[src/rtl/gpio_in_filter.sv]
// Per-pin pad synchroniser and debouncer producing filtered levels and rise/fall pulses.
// Define GPIO_IN_FILTER_GLITCH_STATS_EN to build the saturating rejected-glitch counter.
module gpio_in_filter #(
  parameter int WIDTH       = 32,
  parameter int SYNC_STAGES = 2,
  parameter int CNT_W       = 8
) (
  input  logic             clk_i,
  input  logic             rst_ni,
  input  logic [WIDTH-1:0] pins_i,
  input  logic [WIDTH-1:0] filter_en_i,
  input  logic [CNT_W-1:0] debounce_len_i,
  output logic [WIDTH-1:0] pins_o,
  output logic [WIDTH-1:0] rise_o,
  output logic [WIDTH-1:0] fall_o,
  output logic             changed_o,
  output logic [15:0]      glitch_cnt_o
);

  logic [WIDTH-1:0] sync_p [SYNC_STAGES];
  logic [WIDTH-1:0] sync;
  logic [WIDTH-1:0] filt;
  logic [WIDTH-1:0] rise;
  logic [WIDTH-1:0] fall;
  logic [CNT_W-1:0] cnt [WIDTH];

  assign sync = sync_p[SYNC_STAGES-1];

  // Synchroniser chain, then per-pin debounce state
  always_ff @(posedge clk_i) begin
    if (!rst_ni) begin
      for (int s = 0; s < SYNC_STAGES; s++) sync_p[s] <= '0;
      for (int i = 0; i < WIDTH; i++) cnt[i] <= '0;
      filt <= '0;
      rise <= '0;
      fall <= '0;
    end else begin
      sync_p[0] <= pins_i;
      for (int s = 1; s < SYNC_STAGES; s++) sync_p[s] <= sync_p[s-1];
      for (int i = 0; i < WIDTH; i++) begin
        rise[i] <= 1'b0;
        fall[i] <= 1'b0;
        if (!filter_en_i[i]) begin
          filt[i] <= sync[i];
          cnt[i]  <= '0;
          rise[i] <= sync[i] & ~filt[i];
          fall[i] <= ~sync[i] & filt[i];
        end else if (sync[i] == filt[i]) begin
          cnt[i] <= '0;
        end else if (cnt[i] >= debounce_len_i) begin
          // Counter never passes the threshold, so it cannot wrap
          filt[i] <= sync[i];
          cnt[i]  <= '0;
          rise[i] <= sync[i];
          fall[i] <= ~sync[i];
        end else begin
          cnt[i] <= cnt[i] + CNT_W'(1);
        end
      end
    end
  end

  assign pins_o    = filt;
  assign rise_o    = rise;
  assign fall_o    = fall;
  assign changed_o = |(rise | fall);

`ifdef GPIO_IN_FILTER_GLITCH_STATS_EN
  function automatic logic [15:0] sat_inc16(input logic [15:0] v);
    return (v == 16'hFFFF) ? v : v + 16'd1;
  endfunction

  logic        abandon;
  logic [15:0] glitch_cnt;

  // A candidate change is abandoned when the level returns before acceptance
  always_comb begin
    abandon = 1'b0;
    for (int i = 0; i < WIDTH; i++) begin
      if (filter_en_i[i] && (sync[i] == filt[i]) && (cnt[i] != '0)) abandon = 1'b1;
    end
  end

  always_ff @(posedge clk_i) begin
    if (!rst_ni) glitch_cnt <= '0;
    else if (abandon) glitch_cnt <= sat_inc16(glitch_cnt);
  end

  assign glitch_cnt_o = glitch_cnt;
`else
  assign glitch_cnt_o = 16'h0000;
`endif

endmodule

[config.mk]
export PLATFORM = sky130hd
export DESIGN_NAME = gpio_in_filter
export DESIGN_NICKNAME = d
export VERILOG_FILES = /design/src/rtl/gpio_in_filter.sv
export SDC_FILE = /design/constraint.sdc
export NUM_CORES = 1
export LEC_CHECK = 0
export CORE_MARGIN = 2
export CORE_UTILIZATION = 60
export DETAILED_ROUTE_END_ITERATION = 10
export GPL_TIMING_DRIVEN = 0
export HOLD_SLACK_MARGIN = 0.1
export PLACE_DENSITY = 0.77
export SETUP_SLACK_MARGIN = 0.5
export SYNTH_ARGS = -nofsm -noshare
export SYNTH_HDL_FRONTEND = slang
export SYNTH_SLANG_ARGS = --single-unit
[constraint.sdc]
create_clock -name clk_i -period 3.7 [get_ports clk_i]
set_input_delay 0.555 -clock clk_i [delete_from_list [all_inputs] [get_ports clk_i]]
set_output_delay 0.555 -clock clk_i [all_outputs]
set_load 0.01 [all_outputs]
# Word level (Yosys, flattened, before mapping)
# Memories as Yosys holds them, arrays and structs flattened.
# Cells that the tools add are included.
# W data, S select, Z words.
# totals
output_inout_bits,113
regBits,96
n_memories,2
mem_bits_rw,320
word_cells,1452
# op_classes
n_lt_le_gt_ge,32
muxes,964
reduce_logical,33
bitwise,259
eq_ne,96
add_sub_neg,32
# mem_list
name,words,width,rd,rd_clocked_by_memory_dff,write_ports,line,source
cnt,32,8,32,0,32,25,logic [CNT_W-1:0] cnt [WIDTH];
sync_p,2,32,2,0,2,20,logic [WIDTH-1:0] sync_p [SYNC_STAGES];
# op_table
op,n
$mux W8,128
$mux W1,834
$add A8 B1 Y8 const B,32
$ge A8 B8 Y1,32
$or A1 B1 Y1,130
$and A1 B1 Y1,64
$mux W32,2
$ne A2 B1 Y1 const B,32
$ne A2 B2 Y1 const B,32
$not A1 Y1,64
$reduce_and A2 Y1,32
$eq A1 B1 Y1,32
$or A32 B32 Y32,1
$reduce_or A32 Y1,1

# Logic depth before layout (Yosys ltp)
# Gate-level depths: netlist (run 1).
# An unclocked memory read counts as a cell.
# logic_depth
ltp_word,9
ltp_mapped,8

# Worst setup path after synthesis (run 1)
# No wires, ideal clock.
# synth_path
path_kind,input port to flip-flop
startpoint,input debounce_len_i[5]
endpoint,"memory cnt[11][2], in the netlist cnt[0][90] (data pin)"
slack_ps,946
setup_time_ps,135
n_path_buf,1
stages,8
arrival_time_ps,2619
cell_sequence,inv_1 ha_1 a211o_1 a21oi_2 o31ai_1 or3_1 buf_6 nor2_2
# synth_rtl
element,line,source
"start, declared",12,"input logic [CNT_W-1:0] debounce_len_i,"
"end, declared",25,

# Final worst setup path (run 1)
# layout_path
startpoint,"register fall[20], in the netlist fall_o[20]"
endpoint,output changed_o
# layout_via
elab_chain_cells,2
# layout_rtl
element,line,source
"start, declared",24,logic [WIDTH-1:0] fall;
"start signal, assigned by index",47,fall[i] <= ~sync[i] & filt[i];
"start signal, assigned by index",55,fall[i] <= ~sync[i];
$or A32 B32 Y32,66,assign changed_o = |(rise | fall);
$reduce_or A32 Y1,66,
"end, declared",16,"output logic changed_o,"
# No other way between the ends.

==> flow_summary_export.csv, run 1 <==
group,metric,value,unit
drt,vias_per_cell,5.662,
flow_run,maxCapViolations,0,
die,core_area,42130,um^2
die,initial_utilization,60.94,%
outcome,status,"complete, no violations",
cts,cts.sinks,416,
timing,fin_crit,3.002,ns
yosys,yosys.area.top_type,"edfxtp_1",
cts,clockBufferDepth,3,
final_layout,multi_input_area,14930,um^2
worst_setup_path,cp.required,3.14,ns
die,rows,75,
worst_setup_path,critPathKind,"flip-flop to output pin",
pwr,p_per_area,372.9,nW/um^2
worst_setup_path,endpoint_kind,"output pin",
yosys,synth_seq_area_share,42.42,%
worst_setup_path,path_buf_inv,1,
place,gp_congestion,0.8690,
timing,period_share,81.12,%
yosys,synth_cells,2519,
yosys,synthTopCellsByCount,"ha_1 (352), nor2_1 (329), edfxtp_1 (256)",
yosys,ys_ff_latch,416,
timing,maxSlewHeadroom,17.94,%
worst_setup_path,path_cells,"nor4_4 > nand4_1 > or4_1 > clkbuf_2",
die,fp.dieW,210.9,um
yosys,yosys_warnings,0,
timing,setup_viol,0,
worst_setup_path,r2r_slack,1.44,ns
worst_setup_path,rr_worst_depth,8,
drt,ant_nets,0,
cts,cts_tree,"done",
timing,finalHoldViolCount,0,
worst_setup_path,cp_slowest_stage_delay,0.54,ns
drt,wl_per_cell,18.96,um
cts,postCtsSetupRepairBufs,0,
final_layout,fin_cells,3592,
die,num_io_pins,187,
timing,tns,0,ns
final_layout,fill_cells,3055,
grt,antenna_found_initial,3,
yosys,synth-edff-count,256,
timing,drv_slew,0,
final_layout,final_nets,3441,
min_path,hold_depth,1,
drt,dr.pass1.iters,6,
die,die-height,210.9,um
final_layout,antennaDiodeCount,0,
pwr,power_leakage,13.22,nW
cts,cts_max_level,2,
yosys,syn_avg_cell_area,10.19,um^2
yosys,synth-async-reset-ratio,0,%
cts,root_buffer,"clkbuf_16",
pwr,p_total,11.52,mW
yosys,syn_area,25670,um^2
timing,worst_pin_slew,1.231,ns
drt,vias,20340,
final_layout,final_layout_size_suffix_gt1_share,5.503,%
die,dieArea,44460,um^2
cts,hold_buffers,0,
worst_setup_path,slowest_stage,"or4_1",
drt,drcViolationCount,0,
grt,grt_max_degree,26,
worst_setup_path,crit_family,"simple AND/OR/NAND/NOR gates",
worst_setup_path,crit_fanout,2,
grt,grt_pass1_vias,20000,
grt,grt_pass1_wl,106100,um
place,portBuffers,169,
cts,cts_buffers,47,
place,hpwlAfterDp,48840,um
grt,grt_use_total,30.79,%
yosys,synth_area_leaders,"edfxtp_1 (30%), ha_1 (17%), dfxtp_1 (12%)",
final_layout,regArea,10890,um^2
cts,clk_latency,0.59,ns
timing,fmax,333.2,MHz
final_layout,syn_to_final_growth,20.31,%
worst_setup_path,path_depth,4,
yosys,synthDistinctLibCells,44,
yosys,yosysMostFrequentCell,"ha_1",
yosys,synth_flop_cell,"edfxtp_1",
place,placedCellCount,3505,
min_path,hold_class,"flip-flop to flip-flop",
worst_setup_path,crit_path_start_kind,"flip-flop",
place,dp_slack,0.3645,ns
yosys,synth_top_cell_area_share,29.94,%
timing,skew,0.01507,ns
timing,rsz0062_at_grt,"false",
grt,grt-ovfl-total,0,
worst_setup_path,arrival,2.45,ns
drt,drt_first_iter_violations,1367,
timing,fin_ws,0.6984,ns
cts,clk_pin_slew,0.06,ns
pwr,peakVddDrop,0.0003390,V
drt,wirelength,68090,um
registers in the layout, summed over array words and instances (netlist names):
| name | flops |
|---|---|
| cnt | 256 |
| fall_o | 32 |
| pins_o | 32 |
| rise_o | 32 |
| sync_p | 64 |
report_power, final:
group	switching, mW	internal [mW]
sequential	0.185	5.09
clock	1.99	2.79
combinational	0.829	0.632
final cells by class:
class / count / area share [%]
sequential: 416 / 35.26
timing repair buffer: 177 / 5.963
buffer: 48 / 0.9519
tap: 539 / 2.183
multi-input combinational: 2146 / 48.32
clock inverter: 27 / 0.6765
clock buffer: 60 / 4.472
inverter: 179 / 2.175
what timing repair did:
action                                  CTS  global route
pin swaps                                 2             2
resized for setup                        14             2
endpoints found under the setup margin    1             1
layout by cell type, fill, tap and decap left out, types with 15 or more instances in the layout:
cell type and count:
nor2_1 329, a22o_1 32, clkinv_2 15, and2_1 64
xor2_1 149, a211o_1 44, o21a_1 39, o2bb2ai_1 18
clkbuf_1 19, edfxtp_1 256, a21oi_1 96, and3_1 59
conb_1 272, clkbuf_16 52, xnor2_1 43, nand4_1 41
mux2i_1 32, nand3_1 156, ha_1 352, nor2b_1 84
o21bai_1 25, clkdlybuf4s50_1 167, a32o_1 32, buf_4 16
dfxtp_1 160, o21ai_0 19, nand2_1 97, nand2b_1 37
inv_1 172
path summary, 6_finish.rpt:
kind,start,end
worst max-delay path,fall_o[20]$_SDFF_PN0_,changed_o
worst min-delay path,sync_p[0][28]$_SDFF_PN0_,sync_p[0][60]$_SDFF_PN0_
worst max register to register,cnt[0][88]$_SDFFCE_PN0P_,cnt[0][93]$_SDFFCE_PN0P_
worst min register to register,sync_p[0][28]$_SDFF_PN0_,sync_p[0][60]$_SDFF_PN0_
cell families after synthesis:
logic type,count (synthesis),share of synthesized area (%)
flops,416,42.42
xor+xnor,192,6.550
other cells,2,0.02925
compound gates,377,11.16
simple gates,921,17.68
fa+ha+maj,352,17.15
mux,32,1.248
buf+inv,227,3.762
through the flow:
| stage | area [um^2] | util (%) | hold slack (ns) |
|---|---|---|---|
| floorplan | 26690 | - | 0.4119 |
| detailed placement | 29210 | 69.32 | 0.4189 |
| global route | 30890 | 73.31 | 0.4434 |
| finish | 30890 | 73.31 | 0.4310 |
| global placement | 29050 | 68.96 | 0.4155 |
| CTS | 30890 | 73.32 | 0.4303 |
metal layers:
metal  part of all wire, %  GRT usage, %
met1                    41         38.63
met2                    48         53.16
met3                   6.9         4.817
met4                   3.8         12.60
met5                     0             0
Note: power is estimated with default switching activity, not from simulation.
==> run 2: changes to the inputs <==
==> constraint.sdc (replaced) <==
create_clock -name clk_i -period 2.8 [get_ports clk_i]
set_input_delay 0.42 -clock clk_i [delete_from_list [all_inputs] [get_ports clk_i]]
set_output_delay 0.42 -clock clk_i [all_outputs]
set_load 0.01 [all_outputs]
==> flow_summary_export.csv, run 2 (synthesized netlist as in run 1, its figures left out) <==
group,metric,value,unit
pwr,pwr-share-comb,13.4,%
worst_setup_path,crit_path_start_kind,"flip-flop",
drt,drcViolationCount,0,
grt,antenna_found_initial,3,
pwr,intPower,11.38,mW
grt,grt_pass1_wl,106700,um
pwr,clock_power_share,41.2,%
final_layout,final_nets,3485,
worst_setup_path,path_cells,"nor4_4 > nand4_1 > or4_4 > buf_6",
grt,grt_use_total,31.07,%
drt,vias,20610,
final_layout,largest_reg_flops,256,
drt,dr.pass1.iters,5,
timing,skew,0.01835,ns
pwr,peakVddDrop,0.0004880,V
place,dp_slack,-1.283,ns
die,die-height,210.9,um
worst_setup_path,cp_slowest_stage_delay,0.51,ns
cts,clk_pin_slew,0.06,ns
outcome,violations,"negative setup slack",
place,portBuffers,169,
pwr,power_leakage,13.49,nW
timing,whs,0.4226,ns
cts,root_buffer,"clkbuf_16",
timing,maxSlewHeadroom,2.579,%
final_layout,layout_common_cells,"ha_1 (351), nor2_1 (326), conb_1 (272)",
pwr,p_per_area,488.2,nW/um^2
timing,rsz0062_at_grt,"true",
place,hpwlAfterDp,48270,um
grt,grt-ovfl-total,0,
cts,cts.sinks,416,
timing,fin_crit,2.816,ns
outcome,status,"complete, but fails checks",
cts,cts_max_level,2,
drt,ant_nets,0,
drt,wl_per_cell,19.52,um
worst_setup_path,critPathKind,"flip-flop to output pin",
worst_setup_path,path_buf_inv,1,
min_path,hold_class,"flip-flop to flip-flop",
cts,cts_buffers,47,
die,dieArea,44460,um^2
final_layout,final_common_cell,"ha_1",
cts,cts_tree,"done",
die,initial_utilization,60.94,%
timing,setup_viol,1,
place,gp_congestion,0.8602,
die,rows,75,
die,core_area,42130,um^2
pwr,switching_share,25.82,%
drt,wirelength,70970,um
grt,grt_pass1_vias,20130,
worst_setup_path,path_depth,4,
final_layout,final_layout_size_suffix_gt1_share,6.942,%
timing,period_share,100.6,%
pwr,power.share.sequential,45.4,%
grt,grt_max_degree,24,
timing,worst_pin_slew,1.461,ns
worst_setup_path,endpoint_kind,"output pin",
drt,vias_per_cell,5.669,
worst_setup_path,slowest_stage,"nor4_4",
worst_setup_path,arrival,2.40,ns
worst_setup_path,crit_family,"simple AND/OR/NAND/NOR gates",
min_path,hold_depth,1,
worst_setup_path,rr_worst_depth,7,
final_layout,largest_registers,"cnt x256, sync_p x64",
flow_run,maxCapViolations,0,
timing,fin_ws,-0.01581,ns
drt,drt_first_iter_violations,1731,
final_layout,antennaDiodeCount,0,
timing,drv_slew,0,
timing,fmax,355.1,MHz
final_layout,syn_to_final_growth,22.44,%
die,fp.dieW,210.9,um
cts,clk_latency,0.58,ns
final_layout,top_register,"cnt",
pwr,p_sw,3.962,mW
pwr,p_total,15.35,mW
cts,hold_buffers,0,
timing,finalHoldViolCount,0,
cts,clockBufferDepth,3,
worst_setup_path,crit_fanout,2,
worst_setup_path,cp.required,2.38,ns
die,num_io_pins,187,
worst_setup_path,r2r_slack,0.59,ns
==> run 2: cell types whose count changed in the layout (fill, tap and decap cells not counted), moves of 5 or more <==
cell,delta
buf_4,+34
inv_2,-7
clkinvlp_4,+5
clkbuf_1,+8
clkinv_2,-8
clkdlybuf4s50_1,-6
==> run 2: area by class of cell <==
cell class                 instances  area, um^2
buffer                            48       300.3
sequential                       416       10890
tap                              539       674.4
clock inverter                    19       178.9
clock buffer                      68        1400
timing repair inverter             4       31.28
inverter                         179       745.7
timing repair buffer             217        2257
multi-input combinational       2146       14950
fill                            2965       10700
==> run 2: worst reg2reg max path: cells and delay by family, from the launching register on <==
family	cells	cell delay, ns
AND/OR/NAND/NOR	2	0.51
flip-flops	1	0.46
adder cells (fa/ha/maj)	1	0.33
buffers and inverters	1	0.15
AO/OA/AOI/OAI	3	0.62
==> run 2: worst paths after layout <==
path,from,to
worst max-delay path,rise_o[30]$_SDFF_PN0_,changed_o
worst min-delay path,sync_p[0][0]$_SDFF_PN0_,sync_p[0][32]$_SDFF_PN0_
worst max register to register,cnt[1][77]$_SDFFCE_PN0P_,cnt[1][77]$_SDFFCE_PN0P_
worst min register to register,sync_p[0][0]$_SDFF_PN0_,sync_p[0][32]$_SDFF_PN0_
==> run 2: stage by stage <==
| step | instance area [um^2] | util [%] | std cells | TNS (ns) |
|---|---|---|---|---|
| final | 31440 | 74.61 | 3636 | -0.01581 |
| after global routing | 31440 | 74.61 | 3636 | -0.02896 |
| after CTS | 30980 | 73.52 | 3605 | -0.1939 |
| after detailed placement | 29160 | 69.21 | 3502 | -384.46 |
| after global placement | 29070 | 68.98 | 3497 | -510.77 |
| after floorplan | 26700 | - | 2789 | 0 |
==> run 2: timing repair <==
| action | in CTS | in global routing |
|---|---|---|
| endpoints found under the setup margin | 353 | 210 |
| pin swaps | 3 | 16 |
| gates cloned | 3 | 5 |
| hold endpoints to repair | 0 | 0 |
| buffers inserted | 13 | 26 |
| gates resized for setup | 30 | 34 |
==> run 2: power groups by stage <==
| stage | registers, mW | clock network (mW) | logic, mW |
|---|---|---|---|
| finish | 6.97 | 6.32 | 2.06 |
| global route | 6.99 | 6.60 | 2.27 |
| CTS | 6.96 | 6.38 | 1.94 |
| detailed placement | 7.09 | 0 | 1.87 |
| global placement | 7.08 | 0 | 1.75 |
| floorplan | 7.03 | 0 | 1.22 |
==> run 2: layer usage <==
metal  vias up  wire length, um  part of all wire (%)  track usage (%)
li1       9825                -                     -                -
met1      9940            29010                    41            38.96
met2       657            33700                    47            52.82
met3       190             4843                   6.8            5.427
met4         2             3405                   4.8            13.57
met5         -               11                 0.015                0
